**src/rtl/fp_muldiv_seq_if.sv**
```systemverilog
// Handshake and control bundle between the FP mul/div sequencer, the operand
// issue logic and the mul/div datapath.
interface fp_muldiv_seq_if #(
  parameter int unsigned CNT_W = 5
);
  logic             in_valid;
  logic             in_ready;
  logic             in_div;
  logic             in_special;
  logic             exp_en;
  logic             exp_sel;
  logic             mant_start;
  logic             mant_en;
  logic [CNT_W-1:0] mant_cnt;
  logic             norm_en;
  logic             out_valid;
  logic             out_ready;
  logic             out_div;
  logic             out_special;
  logic             busy;

  modport master (
    output in_valid, in_div, in_special, out_ready,
    input  in_ready, exp_en, exp_sel, mant_start, mant_en, mant_cnt,
           norm_en, out_valid, out_div, out_special, busy
  );

  modport slave (
    input  in_valid, in_div, in_special, out_ready,
    output in_ready, exp_en, exp_sel, mant_start, mant_en, mant_cnt,
           norm_en, out_valid, out_div, out_special, busy
  );
endinterface

```
**src/rtl/fp_muldiv_seq.sv**
```systemverilog
// Sequencer for the FP multiply/divide unit: exponent stage, iterative
// mantissa engine, normalisation, then a held result handshake.
module fp_muldiv_seq #(
  parameter int unsigned MUL_CYCLES = 24,
  parameter int unsigned DIV_CYCLES = 26,
  parameter int unsigned CNT_W      = 5
) (
  input  logic         clk,
  input  logic         arst,
  fp_muldiv_seq_if.slave bus
);

  typedef enum logic [2:0] {IDLE, EXP, MANT, NORM, DONE} state_t;

  localparam logic [CNT_W-1:0] MUL_LAST = CNT_W'(MUL_CYCLES - 1);
  localparam logic [CNT_W-1:0] DIV_LAST = CNT_W'(DIV_CYCLES - 1);
  localparam logic [CNT_W-1:0] EXP_LAST = CNT_W'(1);

  state_t           state, state_n;
  logic [CNT_W-1:0] cnt, cnt_n;
  logic             div_q, div_n;
  logic             spec_q, spec_n;

  always_ff @(posedge clk) begin
    if (arst) begin
      state  <= IDLE;
      cnt    <= '0;
      div_q  <= 1'b0;
      spec_q <= 1'b0;
    end else begin
      state  <= state_n;
      cnt    <= cnt_n;
      div_q  <= div_n;
      spec_q <= spec_n;
    end
  end

  always_comb begin
    state_n = state;
    cnt_n   = cnt;
    div_n   = div_q;
    spec_n  = spec_q;
    unique case (state)
      IDLE: begin
        if (bus.in_valid) begin
          state_n = EXP;
          cnt_n   = '0;
          div_n   = bus.in_div;
          spec_n  = bus.in_special;
        end
      end
      EXP: begin
        if (cnt == EXP_LAST) begin
          cnt_n   = '0;
          state_n = spec_q ? NORM : MANT;
        end else begin
          cnt_n = cnt + 1'b1;
        end
      end
      MANT: begin
        if (cnt == (div_q ? DIV_LAST : MUL_LAST)) begin
          cnt_n   = '0;
          state_n = NORM;
        end else begin
          cnt_n = cnt + 1'b1;
        end
      end
      NORM: state_n = DONE;
      DONE: begin
        if (bus.out_ready) state_n = IDLE;
      end
      default: state_n = IDLE;
    endcase
  end

  // exp_sel holds for the whole operation because the exponent pipeline
  // result stays live until the normaliser has captured it.
  always_comb begin
    bus.in_ready    = (state == IDLE) && !arst;
    bus.exp_en      = (state == EXP);
    bus.exp_sel     = (state != IDLE) && div_q;
    bus.mant_en     = (state == MANT);
    bus.mant_start  = (state == MANT) && (cnt == '0);
    bus.mant_cnt    = (state == MANT) ? cnt : '0;
    bus.norm_en     = (state == NORM);
    bus.out_valid   = (state == DONE);
    bus.out_div     = (state == DONE) && div_q;
    bus.out_special = (state == DONE) && spec_q;
    bus.busy        = (state != IDLE);
  end

endmodule
```
**src/flat_wrapper.sv**
```systemverilog
// flat-port wrapper written by rule: the top's interface ports become plain ports
module fp_muldiv_seq_flat 
#(
  parameter int unsigned MUL_CYCLES = 24,
  parameter int unsigned DIV_CYCLES = 26,
  parameter int unsigned CNT_W      = 5
)
  (clk, arst, bus_in_valid, bus_in_div, bus_in_special, bus_out_ready, bus_in_ready, bus_exp_en, bus_exp_sel, bus_mant_start, bus_mant_en, bus_mant_cnt, bus_norm_en, bus_out_valid, bus_out_div, bus_out_special, bus_busy);
  fp_muldiv_seq_if #(.CNT_W(CNT_W)) bus_i ();
  input  logic clk;
  input  logic arst;
  input wire logic [$bits(bus_i.in_valid)-1:0] bus_in_valid;
  input wire logic [$bits(bus_i.in_div)-1:0] bus_in_div;
  input wire logic [$bits(bus_i.in_special)-1:0] bus_in_special;
  input wire logic [$bits(bus_i.out_ready)-1:0] bus_out_ready;
  output wire logic [$bits(bus_i.in_ready)-1:0] bus_in_ready;
  output wire logic [$bits(bus_i.exp_en)-1:0] bus_exp_en;
  output wire logic [$bits(bus_i.exp_sel)-1:0] bus_exp_sel;
  output wire logic [$bits(bus_i.mant_start)-1:0] bus_mant_start;
  output wire logic [$bits(bus_i.mant_en)-1:0] bus_mant_en;
  output wire logic [$bits(bus_i.mant_cnt)-1:0] bus_mant_cnt;
  output wire logic [$bits(bus_i.norm_en)-1:0] bus_norm_en;
  output wire logic [$bits(bus_i.out_valid)-1:0] bus_out_valid;
  output wire logic [$bits(bus_i.out_div)-1:0] bus_out_div;
  output wire logic [$bits(bus_i.out_special)-1:0] bus_out_special;
  output wire logic [$bits(bus_i.busy)-1:0] bus_busy;
  assign bus_i.in_valid = bus_in_valid;
  assign bus_i.in_div = bus_in_div;
  assign bus_i.in_special = bus_in_special;
  assign bus_i.out_ready = bus_out_ready;
  assign bus_in_ready = bus_i.in_ready;
  assign bus_exp_en = bus_i.exp_en;
  assign bus_exp_sel = bus_i.exp_sel;
  assign bus_mant_start = bus_i.mant_start;
  assign bus_mant_en = bus_i.mant_en;
  assign bus_mant_cnt = bus_i.mant_cnt;
  assign bus_norm_en = bus_i.norm_en;
  assign bus_out_valid = bus_i.out_valid;
  assign bus_out_div = bus_i.out_div;
  assign bus_out_special = bus_i.out_special;
  assign bus_busy = bus_i.busy;
  fp_muldiv_seq #(.MUL_CYCLES(MUL_CYCLES), .DIV_CYCLES(DIV_CYCLES), .CNT_W(CNT_W)) u_core (.clk(clk), .arst(arst), .bus(bus_i));
endmodule
```
**config.mk**
```make
export PLATFORM = sky130hd
export DESIGN_NAME = fp_muldiv_seq_flat
export DESIGN_NICKNAME = d
export VERILOG_FILES = /design/src/rtl/fp_muldiv_seq_if.sv /design/src/rtl/fp_muldiv_seq.sv /design/src/flat_wrapper.sv
export SDC_FILE = /design/constraint.sdc
export NUM_CORES = 1
export LEC_CHECK = 0
export ABC_AREA = 1
export CORE_MARGIN = 10
export CORE_UTILIZATION = 44
export CTS_BUF_LIST = sky130_fd_sc_hd__clkbuf_16
export DETAILED_ROUTE_END_ITERATION = 6
export GPL_TIMING_DRIVEN = 0
export PLACE_DENSITY = 0.82
export SYNTH_ARGS = -nofsm -noshare
export SYNTH_HDL_FRONTEND = slang
export SYNTH_SLANG_ARGS = --single-unit
export TNS_END_PERCENT = 20
```
**constraint.sdc**
```tcl
create_clock -name clk -period 1.75 [get_ports clk]
set_clock_uncertainty 0.1 [all_clocks]
set_input_delay 0.35 -clock clk [delete_from_list [all_inputs] [get_ports clk]]
set_output_delay 0.35 -clock clk [all_outputs]
set_load 0.02 [all_outputs]
```
# == Yosys cells after proc, flatten, opt, wreduce, memory -nomap -nowiden ==
# Index checks and enable logic that the tools add are counted.
# word_totals
mem_bits_ro,0
ff_bits,10
ram_bits,0
output_inout_bits,15
memories,0
latch_bits,0
inputBits,6
wordCells,40
# classes
div_mod_pow,0
add_sub_neg,1
order_cmp,0
n_mul,0
muxes,12
n_shift,0
reduce_logical,13
n_eq_ne,10
n_bitwise,0
# ops
op,count
5-bit 2-to-1 mux,4
3-bit one-hot mux with 5 select lines,1
5-bit one-hot mux with 3 select lines,1
3-bit 2-to-1 mux,4
"3-bit by 2-bit equality test with 1-bit output, second input constant",2
3-bit nonzero test,2
"5-bit by 1-bit adder with 5-bit output, second input constant",1
"5-bit by 1-bit equality test with 1-bit output, second input constant",1
5-bit equality test,1
1-bit logical AND,5
5-bit logical NOT,1
4-bit 2-to-1 mux,1
"2-bit by 1-bit != test with 1-bit output, second input constant",2
"2-bit != test, second input constant",2
2-bit AND reduction,2
4-bit AND reduction,1
"3-bit by 1-bit equality test with 1-bit output, second input constant",1
"3-bit equality test, second input constant",1
3-bit logical NOT,1
1-bit logical NOT,1
1-bit 2-to-1 mux,1

# == Longest topological paths before layout ==
# Gate-level depths: netlist (run 1).
# depth
ltp_word,4
mapped_depth,9
ltp_nobuf,9

# == Worst setup path before layout (run 1) ==
# OpenSTA, ideal clock, no wires.
# synth_timing
kind,flip-flop to output port
from,register u_core.state[2]
to,output bus_in_ready
slack_ns,0.169
arrival_time_ns,1.131
path_stages_with_launch,6
required_time_ns,1.300
n_path_buf,0
cell_sequence,dfxtp_1 nor2_2 inv_1 nor2_2 inv_1 nor2_1
# synth_between
elab_chain_cells,2
# synth_rtl
item,line_no,rtl
from (decl),fp_muldiv_seq.sv:19,"state_t state, state_n;"
from (signal assigned),fp_muldiv_seq.sv:31,state <= state_n;
3-bit logical NOT,fp_muldiv_seq.sv:79,bus.in_ready = (state == IDLE) && !arst;
1-bit logical AND,fp_muldiv_seq.sv:79,
to (decl),flat_wrapper.sv:16,output wire logic [$bits(bus_i.in_ready)-1:0] bus_in_ready;
# No other way between the ends.

# == Final worst setup path (run 1) ==
# layout_timing
from,register u_core.state[0]
to,output bus_in_ready
# The elaborated chain is that of the path after synthesis.

==> results of run 1 <==
## layer usage
layer  vias up  global-route usage  wire length (um)
met5         -                   0                 0
met4         0              0.0623                45
met3         7              0.0601               171
met2        25               0.204               904
met1       344              0.0982               690
li1        381                   -                 -
## Yosys cell counts
library cell	instances
o21ai_2	1
nor2_2	4
nand2_1	16
nor2_1	18
a31oi_1	1
nand4_1	4
nor3_1	1
a21oi_1	5
nand3_1	5
ha_1	3
buf_4	1
inv_2	6
dfxtp_1	10
nor3_2	1
xor2_1	2
o21ai_0	5
inv_1	15
nand2_4	1
nand3_2	1
nand2_2	3
o21ai_1	2
inv_4	1
## flip-flops by register name, summed over array words and instances (netlist names)
name,flops
u_core.state,3
u_core.spec_q,1
u_core.cnt,5
u_core.div_q,1
## critical path, delay by kind of cell, from the launching register on
kind | cells | cell delay, ns
DFF | 1 | 0.34
and+or+nand+nor | 3 | 0.36
buffers and inverters | 3 | 0.28
## final timing paths
check,from,end,slack (ns)
hold reg to reg,u_core.spec_q,u_core.spec_q,0.38
setup reg to reg,u_core.cnt[1],u_core.cnt[1],0.33
setup / recovery,u_core.state[0],bus_in_ready,0.07
hold / removal,u_core.spec_q,u_core.spec_q,0.38
## power breakdown
| part | switching (mW) | internal, mW | leakage [nW] |
|---|---|---|---|
| clock network | 0.114 | 0.300 | 0.0385 |
| logic | 0.507 | 0.289 | 0.336 |
| registers | 0.0883 | 0.296 | 0.0837 |
| total | 0.709 | 0.886 | 0.458 |
## metrics by stage
step / worst slack [ns] / std cells / hold slack, ns / setup TNS, ns
detailed placement: -0.247 / 142 / 0.371 / -1.74
global route: -0.0266 / 147 / 0.417 / -0.0266
CTS: -0.00310 / 146 / 0.379 / -0.00310
finish: 0.0710 / 147 / 0.377 / 0
global placement: -0.239 / 142 / 0.363 / -1.48
floorplan: 0.169 / 106 / 0.319 / 0
## final cells by class
class / count / area (um2)
inverter: 22 / 85.1
tap: 16 / 20.0
clock buffer: 3 / 75.1
timing repair buffer: 21 / 183
sequential: 10 / 206
fill: 138 / 510
multi-input combinational: 73 / 398
buffer: 1 / 7.51
clock inverter: 1 / 3.75
## logic make-up (layout without fill, tap and decap cells)
kind of cell / after synthesis / count (layout)
simple gates: 54 / 54
xor+xnor: 2 / 2
buf+inv: 23 / 48
flops: 10 / 10
compound gates: 14 / 14
fa+ha+maj: 3 / 3
## timing repair
action,in CTS,in global routing
resized for setup,47,9
setup endpoints to repair,15,12
gates cloned,0,0
pin swaps,0,1
buffers inserted,0,1
==> results.txt, run 1 <==
outcome: completed
fmax: 0.596 GHz
PwrDens: 1630 mW/mm2
register area share after synthesis: 0.294
IO Pins: 21
largest family of logic cells by synthesized area: simple AND/OR/NAND/NOR gates
final hold vios: 0
period utilization: 0.959
vias per std cell: 5.15
cell mode on critical path: inv_1
CTS tree: yes
site row count: 14
wirelength, routed: 1810 um
Crit path largest cell delay: 0.34 ns
crit path launch type: flop
R2R depth: 7
final net count: 141
gr ovfl total: 0
Yosys reg bits: 10
Slowest cell on crit path: dfxtp_2
crit path max fanout: 4
Worst VDD drop: 0.000981 V
worst-path cell chain: nor2_4 > inv_1 > nor2_2 > inv_1 > nor2_1 > buf_4
most common cell after layout, fill and taps aside: nor2_1
Post-Synth XOR/XNOR Area: 0.0257
via count: 757
GRT Resource Usage Total: 0.114
Yosys cell types: 22
max-slew violation count: 0
Root Buffer: clkbuf_16
worst path required time: 1.30 ns
hold depth: 2
Synth top area share: 0.294
worst skew pair latency: 0.24 ns
syn_nets: 115
count of input and output buffers: 20
placed instance area: 901 um2
layout cells sized above 1: 0.313
arrival time at the worst endpoint: 1.23 ns
Slew headroom: 0.837
RSZ-0062 raised after global routing: true
n_diodes: 0
die area: 0.00352 mm2
CTS Hold Bufs: 0
clk slew on worst S/H paths: 0.04 ns
CORE AREA: 0.00149 mm2
Avg Cell Area, Syn: 6.42 um2
final setup vio count: 0
Synth area leaders: dfxtp_1, nor2_1, nand2_1
first-pass GRT wire length: 3130 um
crit path time final: 1.68 ns
Hold/Removal Path Class: reg2reg
cell count after synthesis: 106
die width: 59.3 um
final core utilization: 0.657
Final Wtd Congestion: 0.815
Residual DRC: 0
post-DP HPWL: 1350 um
antenna violations before repair: 0
Setup CP Type: reg2out
vias in the first global route: 752
static leakage: 0.458 nW
maxcap violations: 0
number of buffers created by CTS: 3
Least-Margin Pin Slew: 0.243 ns
Final Cell Area: 978 um2
leading area contributor after synthesis: dfxtp_1
adder-cell share of the synthesized area: 0.0551
Synth Area in Simple Gates: 0.379
mux share of post-synthesis cell area: 0
H-tree levels: 1
iteration-0 DRC count of the detailed router: 13
Die Y-Extent: 59.3 um
DR WL/cell: 12.3 um
most frequent cells in the layout: nor2_1, nand2_1, inv_1
synthesized area: 681 um2
final antenna-violating net count: 0
largest net degree at the start of global routing: 10
CTS sink cnt: 10
Compound-Gate Fraction of Synth Area: 0.110
Final Total Pwr: 1.59 mW
Initial DRT Pass Iterations: 4
Max Root-Sink Buffers: 2
synth warn: 0
Initial Util: 0.457
Layout Area Growth over Synthesis: 43.7%
Crit. End Element: output port
No activity file was read; power rests on OpenSTA's default activity.
==> inputs of run 2 (changes only) <==
--- a/config.mk
+++ b/config.mk
@@ -6,12 +6,12 @@
 export NUM_CORES = 1
 export LEC_CHECK = 0
 export ABC_AREA = 1
-export CORE_MARGIN = 10
-export CORE_UTILIZATION = 44
-export CTS_BUF_LIST = sky130_fd_sc_hd__clkbuf_16
+export CORE_MARGIN = 3
+export CORE_UTILIZATION = 50
+export CTS_BUF_LIST = sky130_fd_sc_hd__clkbuf_2 sky130_fd_sc_hd__clkbuf_4 sky130_fd_sc_hd__clkbuf_8
 export DETAILED_ROUTE_END_ITERATION = 6
 export GPL_TIMING_DRIVEN = 0
-export PLACE_DENSITY = 0.82
+export PLACE_DENSITY = 0.91
 export SYNTH_ARGS = -nofsm -noshare
 export SYNTH_HDL_FRONTEND = slang
 export SYNTH_SLANG_ARGS = --single-unit
==> constraint.sdc (replaced) <==
create_clock -name clk -period 2.1 [get_ports clk]
set_clock_uncertainty 0.1 [all_clocks]
set_input_delay 0.42 -clock clk [delete_from_list [all_inputs] [get_ports clk]]
set_output_delay 0.42 -clock clk [all_outputs]
set_load 0.02 [all_outputs]
==> run 2 against run 1 <==
Compared with the run above:
- first-iteration DRC count shrank 7.7%
- worst hold slack improved by 0.00075 ns
- die area shrank 48%
- sequential share of layout area grew 0.97 points
- routed wire length decreased by 13%
- global-route usage grew 6.7 points
- critical path type unchanged
==> results.txt, run 2 (synthesis results as in run 1) <==
outcome: completed
Layout Area Growth over Synthesis: 34.9%
maxcap violations: 0 (unchanged)
multi-input logic area: 388 um2 (-2.5%)
Worst path top cell family by delay: flip-flops
CTS sink cnt: 10 (unchanged)
gr ovfl total: 0 (unchanged)
H-tree levels: 1 (unchanged)
PwrDens: 1210 mW/mm2 (-26%)
Setup CP Type: reg2out
Buf/Inv on CP: 2 (-1)
CTS Hold Bufs: 0 (unchanged)
DR WL/cell: 10.9 um (-11%)
static leakage: 0.491 nW (+7.3%)
clk slew on worst S/H paths: 0.07 ns (+0.03 ns)
crit path launch type: flop
worst-path cell chain: inv_1 > ha_1 > nand3_1 > nor2_1 > dlygate4sd2_1
Die Y-Extent: 42.9 um (-28%)
RSZ-0062 raised after global routing: false
Initial DRT Pass Iterations: 4 (unchanged)
Worst VDD drop: 0.000618 V (-37%)
die area: 0.00184 mm2 (-48%)
Hold Crit Endpoint: u_core.spec_q
worst skew pair latency: 0.27 ns (+0.03 ns)
Max Root-Sink Buffers: 2 (unchanged)
vias per std cell: 5.09 (-1.2%)
R2R depth: 7 (unchanged)
Final Total Pwr: 1.11 mW (-30%)
final core utilization: 0.774 (+0.117)
WHS: 0.378 ns (+0.000750 ns)
Reg area: 203 um2 (-1.8%)
wirelength, routed: 1570 um (-13%)
crit path time final: 2.02 ns
worst r2r dst: u_core.cnt[1]
final antenna-violating net count: 0 (unchanged)
Inst Count DP: 140 (-1.4%)
max-slew violation count: 0 (unchanged)
Root Buffer: clkbuf_4
Slew headroom: 0.845 (+0.00799)
period utilization: 0.964
post-DP HPWL: 1250 um (-7.1%)
Slowest cell on crit path: dfxtp_1
Worst Min Path Start: u_core.spec_q
Hold/Removal Path Class: reg2reg
reg2reg start: u_core.cnt[1]
antenna violations before repair: 0 (unchanged)
Final Wtd Congestion: 0.879 (+7.8%)
Initial Util: 0.574 (+0.117)
fmax: 0.494 GHz
via count: 733 (-3.2%)
iteration-0 DRC count of the detailed router: 12 (-1)
most common cell after layout, fill and taps aside: nor2_1
Crit path largest cell delay: 0.45 ns (+0.11 ns)
Finished Layout Cells: 144 (-2.0%)
IO Pins: 21 (unchanged)
most frequent cells in the layout: nor2_1, nand2_1, inv_1
final hold vios: 0 (unchanged)
n_diodes: 0 (unchanged)
largest registers: u_core.cnt: 5 flops, u_core.state: 3 flops
crit path max fanout: 6 (+2)
Final Cell Area: 918 um2 (-6.1%)
site row count: 12 (-2)
Residual DRC: 0 (unchanged)
final net count: 140 (-0.71%)
CORE AREA: 0.00119 mm2 (-20%)
R2R Setup Slk: 0.69 ns (+0.36 ns)
WL met1: 742 um (+7.5%)
Fill cells: 94 (-32%)
Largest Register: u_core.cnt
Least-Margin Pin Slew: 0.232 ns (-0.0104 ns)
count of input and output buffers: 20 (unchanged)
worst path required time: 1.58 ns (+0.28 ns)
DR WL met2: 687 um (-24%)
hold depth: 2 (unchanged)
highest routed layer: met4
metal3 WL: 115 um (-33%)
CTS tree: yes
first-pass GRT wire length: 2520 um (-20%)
layout cells sized above 1: 0.200 (-0.113)
final setup vio count: 0 (unchanged)
arrival time at the worst endpoint: 1.50 ns (+0.27 ns)
vias in the first global route: 615 (-18%)
Critical Path Start: u_core.cnt[0]
GRT Resource Usage Total: 0.181 (+0.0670)
die width: 42.9 um (-28%)
number of buffers created by CTS: 3 (unchanged)
max reg flops: 5 (unchanged)
placed instance area: 898 um2 (-0.28%)
Crit. End Element: output port
largest net degree at the start of global routing: 10 (unchanged)
[run 2: how the worst max path moves through the flow]
stage / end / slack [ns] / cells past startpoint
2_1_floorplan: bus_in_ready / 0.45 / 5
3_3_place_gp: bus_in_ready / -0.04 / 3
3_5_place_dp: bus_in_ready / -0.03 / 3
4_1_cts: bus_out_valid / 0.006 / 4
5_1_grt: bus_mant_start / 0.009 / 4
6_report: bus_mant_start / 0.08 / 5
[run 2: through the flow]
step / TNS, ns / setup WS (ns)
after CTS: 0 / 0.00555
after global routing: 0 / 0.00870
after detailed placement: -0.0266 / -0.0266
after floorplan: 0 / 0.449
final: 0 / 0.0758
after global placement: -0.0442 / -0.0442
[run 2: tightest hold or removal path: stages, from the launching register on]
cell and delay (ns):
dfxtp_1 0.31, inv_1 0.07, a21oi_1 0.06
[run 2: cell type report]
type | instances | area share
buffer | 1 | 0.00817
clock buffer | 4 | 0.0395
timing repair buffer | 20 | 0.198
tap | 14 | 0.0191
multi-input combinational | 73 | 0.422
sequential | 10 | 0.221
inverter | 22 | 0.0926
[run 2: per-layer routing]
metal	track usage	vias to the layer above
li1	-	379
met1	0.225	316
met2	0.284	32
met3	0.0551	6
met4	0.0745	0
met5	0	-
[run 2: timing repair]
item                       in CTS  in global routing
setup buffers                   0                  0
resized for setup              16                  3
gates cloned                    0                  0
setup endpoints to repair      15                  2
[run 2: power by group]
part / internal, mW / switching, mW / total (mW)
Sequential: 0.240 / 0.0654 / 0.305
Combinational: 0.218 / 0.406 / 0.624
Clock: 0.105 / 0.0766 / 0.182
Total: 0.563 / 0.548 / 1.11
==> inputs of run 3 (changes only) <==
--- a/config.mk
+++ b/config.mk
@@ -10,7 +10,6 @@
 export CORE_UTILIZATION = 50
 export CTS_BUF_LIST = sky130_fd_sc_hd__clkbuf_2 sky130_fd_sc_hd__clkbuf_4 sky130_fd_sc_hd__clkbuf_8
 export DETAILED_ROUTE_END_ITERATION = 6
-export GPL_TIMING_DRIVEN = 0
 export PLACE_DENSITY = 0.91
 export SYNTH_ARGS = -nofsm -noshare
 export SYNTH_HDL_FRONTEND = slang
==> run 3 against run 2 <==
Compared with the run above:
- sequential power grew 4%
- utilization up 2.4 points
- fmax is 1.7% higher
- worst setup slack better by 0.034 ns
- worst hold slack better by 0.0057 ns
- critical path depth is 1 higher
- clock power barely moved
- combinational power grew 3.7%
- non-clock buffer count up 1
- first-iteration DRC count is 33% higher
- critical endpoint is now bus_in_ready
- largest power group unchanged
==> results.txt, run 3 (synthesis results as in run 1) <==
Worst Min Path Start: u_core.spec_q
post-CTS setup buffer count: 0 (unchanged)
post-DP HPWL: 1290 um (+3.4%)
Least-Margin Pin Slew: 0.272 ns (+0.0398 ns)
Initial DRT Pass Iterations: 5 (+1)
Fill cells: 91 (-3.2%)
pre-CTS setup slack: 0.0260 ns (+0.0526 ns)
R2R depth: 7 (unchanged)
Layout Area Growth over Synthesis: 39.2%
Crit. End Element: output port
largest registers: u_core.cnt: 5 flops, u_core.state: 3 flops
n_diodes: 0 (unchanged)
IO Pins: 21 (unchanged)
vias per std cell: 5.19 (+1.9%)
outcome: completed
die width: 42.9 um (unchanged)
final hold vios: 0 (unchanged)
vias in the first global route: 677 (+10%)
count of input and output buffers: 20 (unchanged)
most common cell after layout, fill and taps aside: nor2_1
final setup vio count: 0 (unchanged)
Initial Util: 0.574 (unchanged)
Largest Register: u_core.cnt
reg2reg start: u_core.state[2]
iteration-0 DRC count of the detailed router: 16 (+4)
RSZ-0062 raised after global routing: false
worst r2r dst: u_core.cnt[2]
max reg flops: 5 (unchanged)
final setup TNS: 0 ns (unchanged)
worst skew pair latency: 0.28 ns (about the same)
Die Y-Extent: 42.9 um (unchanged)
placed instance area: 906 um2 (+0.84%)
layout cells sized above 1: 0.206 (+0.00611)
final antenna-violating net count: 0 (unchanged)
die area: 0.00184 mm2 (unchanged)
clk slew on worst S/H paths: 0.07 ns (about the same)
maxcap violations: 0 (unchanged)
largest net degree at the start of global routing: 10 (unchanged)
max-slew violation count: 0 (unchanged)
CTS tree: yes
first-pass GRT wire length: 2800 um (+11%)
number of buffers created by CTS: 3 (unchanged)
via count: 752 (+2.6%)
Setup CP Type: reg2out
Max Root-Sink Buffers: 2 (unchanged)
CTS sink cnt: 10 (unchanged)
Slew headroom: 0.818 (-0.0266)
Worst VDD drop: 0.000667 V (+7.9%)
antenna violations before repair: 0 (unchanged)
PnR worst setup slack: 0.110 ns (+0.0343 ns)
crit path launch type: flop
Final Wtd Congestion: 0.853 (-2.9%)
hold depth: 2 (unchanged)
worst path required time: 1.58 ns (about the same)
most frequent cells in the layout: nor2_1, nand2_1, inv_1
PwrDens: 1210 mW/mm2 (-0.15%)
Root Buffer: clkbuf_4
crit path max fanout: 4 (-2)
R2R Setup Slk: 0.65 ns (-0.04 ns)
H-tree levels: 1 (unchanged)
GRT Resource Usage Total: 0.200 (+0.0190)
Hold/Removal Path Class: reg2reg
CORE AREA: 0.00119 mm2 (unchanged)
crit path time final: 1.99 ns (-0.0343 ns)
site row count: 12 (unchanged)
period utilization: 0.948 (-0.0163)
Residual DRC: 0 (unchanged)
arrival time at the worst endpoint: 1.47 ns (-0.03 ns)
static leakage: 0.540 nW (+9.9%)
fmax: 0.503 GHz (+1.7%)
Final Total Pwr: 1.14 mW (+3.0%)
wirelength, routed: 1710 um (+8.8%)
Final Cell Area: 947 um2 (+3.1%)
DR WL/cell: 11.8 um (+8.1%)
Hold Crit Endpoint: u_core.spec_q
final net count: 141 (+0.71%)
gr ovfl total: 0 (unchanged)
## run 3: changes by cell type in the layout (fill, tap and decap cells not counted), sizes merged
cell          change
dlymetal6s2s      +3
dlygate4sd2       -2
buf               +1
clkbuf            -1
## run 3: timing repair
action,in CTS,in global routing
setup endpoints to repair,15,5
hold buffers,0,0
gates resized for setup,14,5
## run 3: area by class of cell
cell class              count  area (um2)  area share
repair buffers             22         211       0.223
flip-flops and latches     10         204       0.215
multi-input cells          73         393       0.415
clock buffers               4        36.3      0.0383
well taps                  14        17.5      0.0185
inverters                  22        85.1      0.0898
## run 3: how the worst max path moves through the flow
stage	startpoint	end	slack, ns	cells after the start
3_3_place_gp	arst	bus_in_ready	0.03	3
3_5_place_dp	arst	bus_in_ready	0.03	3
4_1_cts	u_core.state[0]	bus_mant_cnt[1]	-0.1	4
2_1_floorplan	u_core.state[2]	bus_in_ready	0.45	5
6_report	u_core.state[2]	bus_in_ready	0.11	6
5_1_grt	u_core.cnt[1]	bus_mant_start	0.04	5
## run 3: routing by layer
layer  GRT usage  up-vias  wire [um]
met2       0.326       30        769
li1            -      377          -
met1       0.245      340        782
met5           0        -          0
met4      0.0745        0         25
met3      0.0551        5        133
## run 3: critical path, stage by stage, from the launching register on
cell	delay, ns
dfxtp_1	0.34
nor2_4	0.16
inv_1	0.07
nor2_2	0.13
inv_1	0.07
nor2_1	0.08
dlygate4sd2_1	0.34
## run 3: report_power, final
part	switching (mW)	total (mW)	leakage [nW]	internal [mW]
Clock	0.0757	0.181	0.0210	0.106
Combinational	0.415	0.647	0.436	0.232
Sequential	0.0736	0.317	0.0828	0.243
## run 3: stage by stage
step / utilization / instances / hold slack [ns]
6_report: 0.799 / 145 / 0.384
5_1_grt: 0.799 / 145 / 0.414
4_1_cts: 0.789 / 145 / 0.377
3_5_place_dp: 0.764 / 141 / 0.366
3_3_place_gp: 0.764 / 141 / 0.361
2_1_floorplan: - / 106 / 0.341
